File: src/rtl/edge_detect_mc_if.sv
// -----------------------------------------------------------------------------
// edge_detect_mc_if
// Signal bundle for the multi-channel synchronising edge detector.
//   din   : CH asynchronous inputs (no timing relation to clk)
//   mode  : 2 bits per channel, [2i+1:2i] = 00 off, 01 rise, 10 fall, 11 both
//   clr   : per-channel sticky flag clear (level)
//   dout  : filtered, synchronised level
//   pulse : one-cycle pulse on an accepted edge matching mode
//   flag  : sticky event flags
//   irq   : OR of all flag bits
// master = the side that drives inputs and observes results,
// slave  = the detector itself.
// -----------------------------------------------------------------------------
interface edge_detect_mc_if #(
   parameter int CH = 4
);
   logic [CH-1:0]   din;
   logic [2*CH-1:0] mode;
   logic [CH-1:0]   clr;
   logic [CH-1:0]   dout;
   logic [CH-1:0]   pulse;
   logic [CH-1:0]   flag;
   logic            irq;

   modport master (
      output din, mode, clr,
      input  dout, pulse, flag, irq
   );

   modport slave (
      input  din, mode, clr,
      output dout, pulse, flag, irq
   );
endinterface

File: src/rtl/edge_detect_mc.sv
// -----------------------------------------------------------------------------
// edge_detect_mc
// Multi-channel synchronising edge detector. Each of CH asynchronous inputs
// passes through a SYNC_STAGES flop chain, then a stability filter that only
// accepts a new level after it persisted FILT_LEN consecutive cycles. An
// accepted edge produces a one-cycle pulse (if enabled by mode) and sets a
// sticky flag; irq is the OR of all flags.
// Ports:
//   clk : single clock, all logic on rising edge
//   rst : synchronous reset, active-high
//   bus : edge_detect_mc_if.slave (din, mode, clr in; dout, pulse, flag, irq out)
// -----------------------------------------------------------------------------
module edge_detect_mc #(
   parameter int            CH          = 4,
   parameter int            SYNC_STAGES = 2,
   parameter int            FILT_LEN    = 3,
   parameter logic [CH-1:0] INIT        = '0
) (
   input  logic             clk,
   input  logic             rst,
   edge_detect_mc_if.slave  bus
);

   localparam int            CW   = $clog2(FILT_LEN + 1);
   localparam logic [CW-1:0] LAST = CW'(FILT_LEN - 1);

   // Mode decode: does an accepted edge of the given direction pulse?
   function automatic logic mode_hit(input logic [1:0] m, input logic rise);
      logic hit;
      case (m)
         2'b01:   hit = rise;
         2'b10:   hit = ~rise;
         2'b11:   hit = 1'b1;
         default: hit = 1'b0;
      endcase
      return hit;
   endfunction

   logic [SYNC_STAGES-1:0][CH-1:0] sync_q;
   logic [CH-1:0]                  syn;
   logic [CH-1:0][CW-1:0]          cnt_q, cnt_d;
   logic [CH-1:0]                  dout_q, dout_d;
   logic [CH-1:0]                  pulse_q, pulse_d;
   logic [CH-1:0]                  flag_q, flag_d;

   assign syn = sync_q[SYNC_STAGES-1];

   // Stage: filter / edge acceptance
   always_comb begin
      dout_d  = dout_q;
      cnt_d   = cnt_q;
      pulse_d = '0;
      for (int i = 0; i < CH; i++) begin
         if (syn[i] == dout_q[i]) begin
            // A return to the accepted level discards any partial count.
            cnt_d[i] = '0;
         end else if (cnt_q[i] == LAST) begin
            dout_d[i]  = syn[i];
            cnt_d[i]   = '0;
            pulse_d[i] = mode_hit(bus.mode[2*i +: 2], syn[i]);
         end else begin
            cnt_d[i] = cnt_q[i] + CW'(1);
         end
      end
      // Set wins over clear when both happen in the same cycle.
      flag_d = (flag_q & ~bus.clr) | pulse_d;
   end

   // Stage: registers (sync chain, filtered level, pulse, flag)
   always_ff @(posedge clk) begin
      if (rst) begin
         sync_q  <= {SYNC_STAGES{INIT}};
         dout_q  <= INIT;
         cnt_q   <= '0;
         pulse_q <= '0;
         flag_q  <= '0;
      end else begin
         sync_q  <= {sync_q[SYNC_STAGES-2:0], bus.din};
         dout_q  <= dout_d;
         cnt_q   <= cnt_d;
         pulse_q <= pulse_d;
         flag_q  <= flag_d;
      end
   end

   assign bus.dout  = dout_q;
   assign bus.pulse = pulse_q;
   assign bus.flag  = flag_q;
   assign bus.irq   = |flag_q;

endmodule

File: src/flat_wrapper.sv
// flat-port wrapper written by rule: the top's interface ports become plain ports
module edge_detect_mc_flat 
#(
   parameter int            CH          = 4,
   parameter int            SYNC_STAGES = 2,
   parameter int            FILT_LEN    = 3,
   parameter logic [CH-1:0] INIT        = '0
)
  (clk, rst, bus_din, bus_mode, bus_clr, bus_dout, bus_pulse, bus_flag, bus_irq);
  edge_detect_mc_if #(.CH(CH)) bus_i ();
  input  logic clk;
  input  logic rst;
  input wire logic [$bits(bus_i.din)-1:0] bus_din;
  input wire logic [$bits(bus_i.mode)-1:0] bus_mode;
  input wire logic [$bits(bus_i.clr)-1:0] bus_clr;
  output wire logic [$bits(bus_i.dout)-1:0] bus_dout;
  output wire logic [$bits(bus_i.pulse)-1:0] bus_pulse;
  output wire logic [$bits(bus_i.flag)-1:0] bus_flag;
  output wire logic [$bits(bus_i.irq)-1:0] bus_irq;
  assign bus_i.din = bus_din;
  assign bus_i.mode = bus_mode;
  assign bus_i.clr = bus_clr;
  assign bus_dout = bus_i.dout;
  assign bus_pulse = bus_i.pulse;
  assign bus_flag = bus_i.flag;
  assign bus_irq = bus_i.irq;
  edge_detect_mc #(.CH(CH), .SYNC_STAGES(SYNC_STAGES), .FILT_LEN(FILT_LEN), .INIT(INIT)) u_core (.clk(clk), .rst(rst), .bus(bus_i));
endmodule
File: config.mk
export PLATFORM = sky130hd
export DESIGN_NAME = edge_detect_mc_flat
export DESIGN_NICKNAME = d
export VERILOG_FILES = /design/src/rtl/edge_detect_mc_if.sv /design/src/rtl/edge_detect_mc.sv /design/src/flat_wrapper.sv
export SDC_FILE = /design/constraint.sdc
export NUM_CORES = 1
export LEC_CHECK = 0
export ABC_AREA = 1
export CAP_MARGIN = 20
export CORE_MARGIN = 4
export CORE_UTILIZATION = 45
export CTS_CLUSTER_SIZE = 12
export DETAILED_ROUTE_END_ITERATION = 7
export PLACE_DENSITY = 0.76
export SETUP_SLACK_MARGIN = 0.05
export SLEW_MARGIN = 0
export SYNTH_ARGS = -nofsm -noshare
export SYNTH_HDL_FRONTEND = slang
export SYNTH_SLANG_ARGS = --single-unit
File: constraint.sdc
create_clock -name clk -period 1.05 [get_ports clk]
set_clock_uncertainty 0.05 [all_clocks]
set_input_delay 0.1575 -clock clk [delete_from_list [all_inputs] [get_ports clk]]
set_output_delay 0.1575 -clock clk [all_outputs]
set_load 0.01 [all_outputs]
==> impl_results.md <==
* Worst r2r src: u_core.syn[0]
* YS warnings at 0
* Syn-to-layout area delta at 50.6%
* VDD IR max at 0.927 mV
* Slew Limit Fails at 0
* Die Wd at 56.7 um
* Antenna Nets Post-Route at 0
* Setup CP Type: register to output pin
* Dominant cell type by area after synthesis: dfxtp_1
* CTS tree: built
* Crit. Startpoint: u_core.bus.flag[3]
* Critical path startpoint category: register
* Nets at 194
* Yosys top cell area share at 0.525
* Max_cap viols at 0
* H-Tree Level Count at 1
* DR iter-0 viols at 21
* Worst-Margin Slew at 0.194 ns
* Register area share after synthesis at 0.525
* Final worst-path cycle share at 1.11
* P_leak at 0.756 nW
* Antenna diodes at 0
* Hpwl dp at 1550 um
* CP arrival at 0.96 ns
* Pwr/cell area at 1050 nW/um^2
* Max frequency at 857 MHz
* Final Core Density at 0.720
* Failing checks: setup timing
* Initial antenna violation count at 0
* Share of cells above drive strength 1 at 0.435
* Clk_lat worst skew at 0.32 ns
* Relative slew slack at 0.871
* Synthesized cell area at 1070 sq um
* Final GP Congestion at 0.651
* Tmin final at 1.17 ns
* Area of the core at 2230 sq um
* TritonCTS buffer count at 3
* IO Count at 31
* Syn Inst Count at 130
* Largest cells by area after synthesis: dfxtp_1 53%, nor2_1 11%, inv_1 8.4%
* Syn Area/Cell at 8.21 sq um
* CTS root buffer: clkbuf_4
* CP required at 0.84 ns
* Worst hold-check path type: primary input to register
* Final number of setup-violating endpoints at 3
* Post-synth cell types at 14
* Largest net degree at the start of global routing at 15
* Non-filler cells, final at 198
* Die area at 3210 sq um
* Clock buffer depth at 2
* GRT met1 Usage at 0.144
* IO buf count at 30
* FF/Latch Area at 578 sq um
* GRT Util Overall at 0.143
* Final Hold Fails at 0
* Via density per instance at 4.68
* Most frequent cells in the layout: 22 x nor2_1, 20 x inv_1, 17 x clkdlybuf4s50_1
* Syn_nets at 152
* DP Cell Count at 191
* Vias in the first global route at 876
* Layer with the highest usage: met2
* Row count at 17
* Setup slack after layout at -0.116 ns
* Final WL at 2460 um
* Fill cell count at 178
* Vias at 927
* Total power draw at 1.69 mW
* First-pass GRT wire length at 3590 um
* Overall die height at 56.7 um
* DR pass1 iterations at 4
* GR Layer Usage met3 at 0.0437
* Status: complete, but fails checks
* Post-Layout Inst Area at 1610 sq um
* Sink Count at 28
* GR Util met2 at 0.269
* RSZ-0062 raised after global routing: yes
* Residual DRC at 0
* Hold_buf cts at 0
* Post-synthesis register bit count at 28
* Worst-path fanout max at 3
* Dpl cell area at 1410 sq um
* Initial core utilization at 0.478
* Area of the multi-input gates at 505 sq um
* Routed wire per std cell at 12.4 um
* Most common cell after layout, fill and taps aside: nor2_1
* HP Start: bus_din[1]
* CTS clk-pin slew, worst paths at 0.14 ns
* Grt total ovfl at 0
* Worst setup EP type: output pin
-- repair_timing --
action,CTS,global route
pin swaps,5,19
gates cloned,0,0
setup endpoints to repair,21,29
gates resized for setup,82,39
buffers inserted,0,4
-- through the flow --
step	worst slack [ns]	setup TNS, ns	hold slack [ns]
3_3_place_gp	-0.177	-3.51	0.343
6_report	-0.116	-0.233	0.273
3_5_place_dp	-0.274	-4.40	0.349
2_1_floorplan	0.108	0	0.214
4_1_cts	-0.104	-0.104	0.279
5_1_grt	-0.172	-0.453	0.265
-- final cells by class --
| class | instances | area share |
|---|---|---|
| sequential | 28 | 0.360 |
| multi-input combinational | 75 | 0.314 |
| timing repair buffer | 39 | 0.229 |
| inverter | 25 | 0.0615 |
| tap | 28 | 0.0218 |
| clock buffer | 3 | 0.0140 |
-- registers in the layout (all words and copies together), names as in the netlist --
| name | flops |
|---|---|
| u_core.bus.flag | 4 |
| u_core.sync_q | 4 |
| u_core.syn | 4 |
| u_core.bus.pulse | 4 |
| u_core.cnt_q | 8 |
| u_core.bus.dout | 4 |
-- logic make-up (layout without fill, tap and decap cells) --
kind of cell | Yosys count | count (layout) | share of synthesized area
AO/OA/AOI/OAI | 12 | 12 | 0.0563
buffers and inverters | 27 | 67 | 0.122
adder cells (fa/ha/maj) | 4 | 4 | 0.0469
flip-flops | 28 | 28 | 0.525
AND/OR/NAND/NOR | 59 | 59 | 0.250
-- worst max-delay path, stage by stage, from the launching register on --
cell and delay (ns):
dfxtp_2 0.37, nor2_2 0.09, nand2_1 0.05, buf_2 0.13
-- Yosys cell counts --
| cell type | count |
|---|---|
| a21oi_1 | 4 |
| nand2_1 | 19 |
| nand3b_1 | 4 |
| nand2_4 | 2 |
| buf_12 | 1 |
| buf_6 | 1 |
| nor2_4 | 2 |
| inv_1 | 24 |
| inv_6 | 1 |
| dfxtp_1 | 28 |
| nor2_1 | 32 |
| ha_1 | 4 |
| o21ai_1 | 3 |
| o21ai_0 | 5 |
-- power breakdown --
group | internal (mW) | switching (mW) | total, mW
clock network | 0.135 | 0.301 | 0.435
registers | 1.08 | 0.0173 | 1.10
logic | 0.0917 | 0.0647 | 0.156
-- metal layers --
metal  part of all wire  vias up
met5                  0        -
met4              0.012        0
met1               0.37      424
li1                   -      466
met3              0.075        5
met2               0.54       32
-- path summary, 6_finish.rpt --
| check | end | slack (ns) | depth (start not counted) |
|---|---|---|---|
| setup reg to reg | u_core.bus.flag[0] | 0.05 | 5 |
| hold / removal | u_core.sync_q[1] | 0.27 | 3 |
| hold reg to reg | u_core.syn[2] | 0.36 | 2 |
| setup / recovery | bus_irq | -0.12 | 3 |
No activity file was read; power rests on OpenSTA's default activity.
==> RTL edit (config.mk and constraints unchanged) <==
Reset style: asynchronous (`rst`), changed in one clocked block. Comments in the files are not updated.
--- a/src/rtl/edge_detect_mc.sv
+++ b/src/rtl/edge_detect_mc.sv
@@ -67,7 +67,7 @@
    end
 
    // Stage: registers (sync chain, filtered level, pulse, flag)
-   always_ff @(posedge clk) begin
+   always_ff @(posedge clk or posedge rst) begin
       if (rst) begin
          sync_q  <= {SYNC_STAGES{INIT}};
          dout_q  <= INIT;
Formal check against the unedited RTL: differs if rst is asserted again (counterexample within 10 cycles, from zero or initial values and one cycle with rst high); with rst held inactive, the same outputs for 10 cycles.
==> RTL edit against the unedited design <==
The run still ends with negative setup slack left; die area grew 0.11%; cell area shrank 6.2%; synthesized area is 0.12% higher; wire length decreased by 20%; worst hold slack worse by 0.22 ns; sequential cell count is the same; setup slack worse by 0.076 ns; critical path depth is the same; register-to-register slack gained 0.04 ns.
Power is not compared: it rests on default switching activity, and its combinational part moved more than twofold at a synthesized area within 25%.
==> RTL edit: results <==
[routing]
drtIter0Drc = 5
routed_wl_mm = 1.975

[logic_synthesis]
yosysTopAreaCellShare_pct = 65.57
synth_top_cells_by_count = nand2_1 (33), dfrtp_1 (28), inv_1 (25)
yosysUniqueCellTypes = 9
ys_top_cells_by_area = dfrtp_1 (66%), nand2_1 (12%), inv_1 (8.8%)
syn-num-nets = 135
ys.flop_type = dfrtp_1

[placement]
dpl_worst_slack_ns = -0.1647
place.detailed.hpwl_mm = 1.558
globalplace.congestion = 0.7330

[timing]
setup_violations = 10
setup_ws_ns = -0.1924
tightest_slew_ns = 0.2020
fin_tns_setup_ns = -0.6443

[cts]
ctsResizeCount = 52
post-cts-setup-buffers = 1

[status]
violations = negative setup slack
outcome = complete, but fails checks

[final_layout]
n_all_buffers = 37
drive_gt1_share_pct = 27.85
fillerInstances = 185
multiInputCombCellCount = 64
multi_input_area_um2 = 306.5
buf_share_pct = 20.83
seqCellArea_um2 = 700.7

[setup_path]
rrSetupSlack_ns = 0.09
rr_endpoint = u_core.bus.flag[2]$_DFF_PP0_
worstPathMaxFanout = 2
worstReg2RegStart = u_core.bus.dout[2]$_DFFE_PP0P_
setup.worst_path.start = u_core.bus.flag[3]$_DFF_PP0_

[hold_path]
hp-class = primary input to async pin

[global_routing]
grt_max_degree = 18
grt_pass1_vias = 779
grt_pass1_wl_mm = 3.222
grt_usage_pct = 13.20
## RTL edit: through the flow
step                cell area, um2  std cells
floorplan                     1069        117
global placement              1456        182
detailed placement            1456        182
CTS                           1468        187
global route                  1508        186
finish                        1508        186
## RTL edit: routing by layer
metal / GRT usage, % / vias up / share of wire [%]
li1: - / 423 / -
met1: 15.36 / 373 / 41
met2: 22.11 / 23 / 51
met3: 3.448 / 4 / 6.3
met4: 6.954 / 0 / 2.6
met5: 0 / - / 0
## RTL edit: cell families (layout without fill, tap and decap cells)
| logic type | count (synthesis) | in the layout | share of synthesized area, % |
|---|---|---|---|
| AND/OR/NAND/NOR | 60 | 60 | 23.77 |
| AO/OA/AOI/OAI | 4 | 4 | 1.874 |
| buffers and inverters | 25 | 66 | 8.782 |
| flip-flops | 28 | 28 | 65.57 |
## RTL edit: worst max-delay path, cell delays in order (launching register included)
cell and delay, ns:
dfrtp_1 0.42, inv_2 0.06, nand4_1 0.09, buf_2 0.14
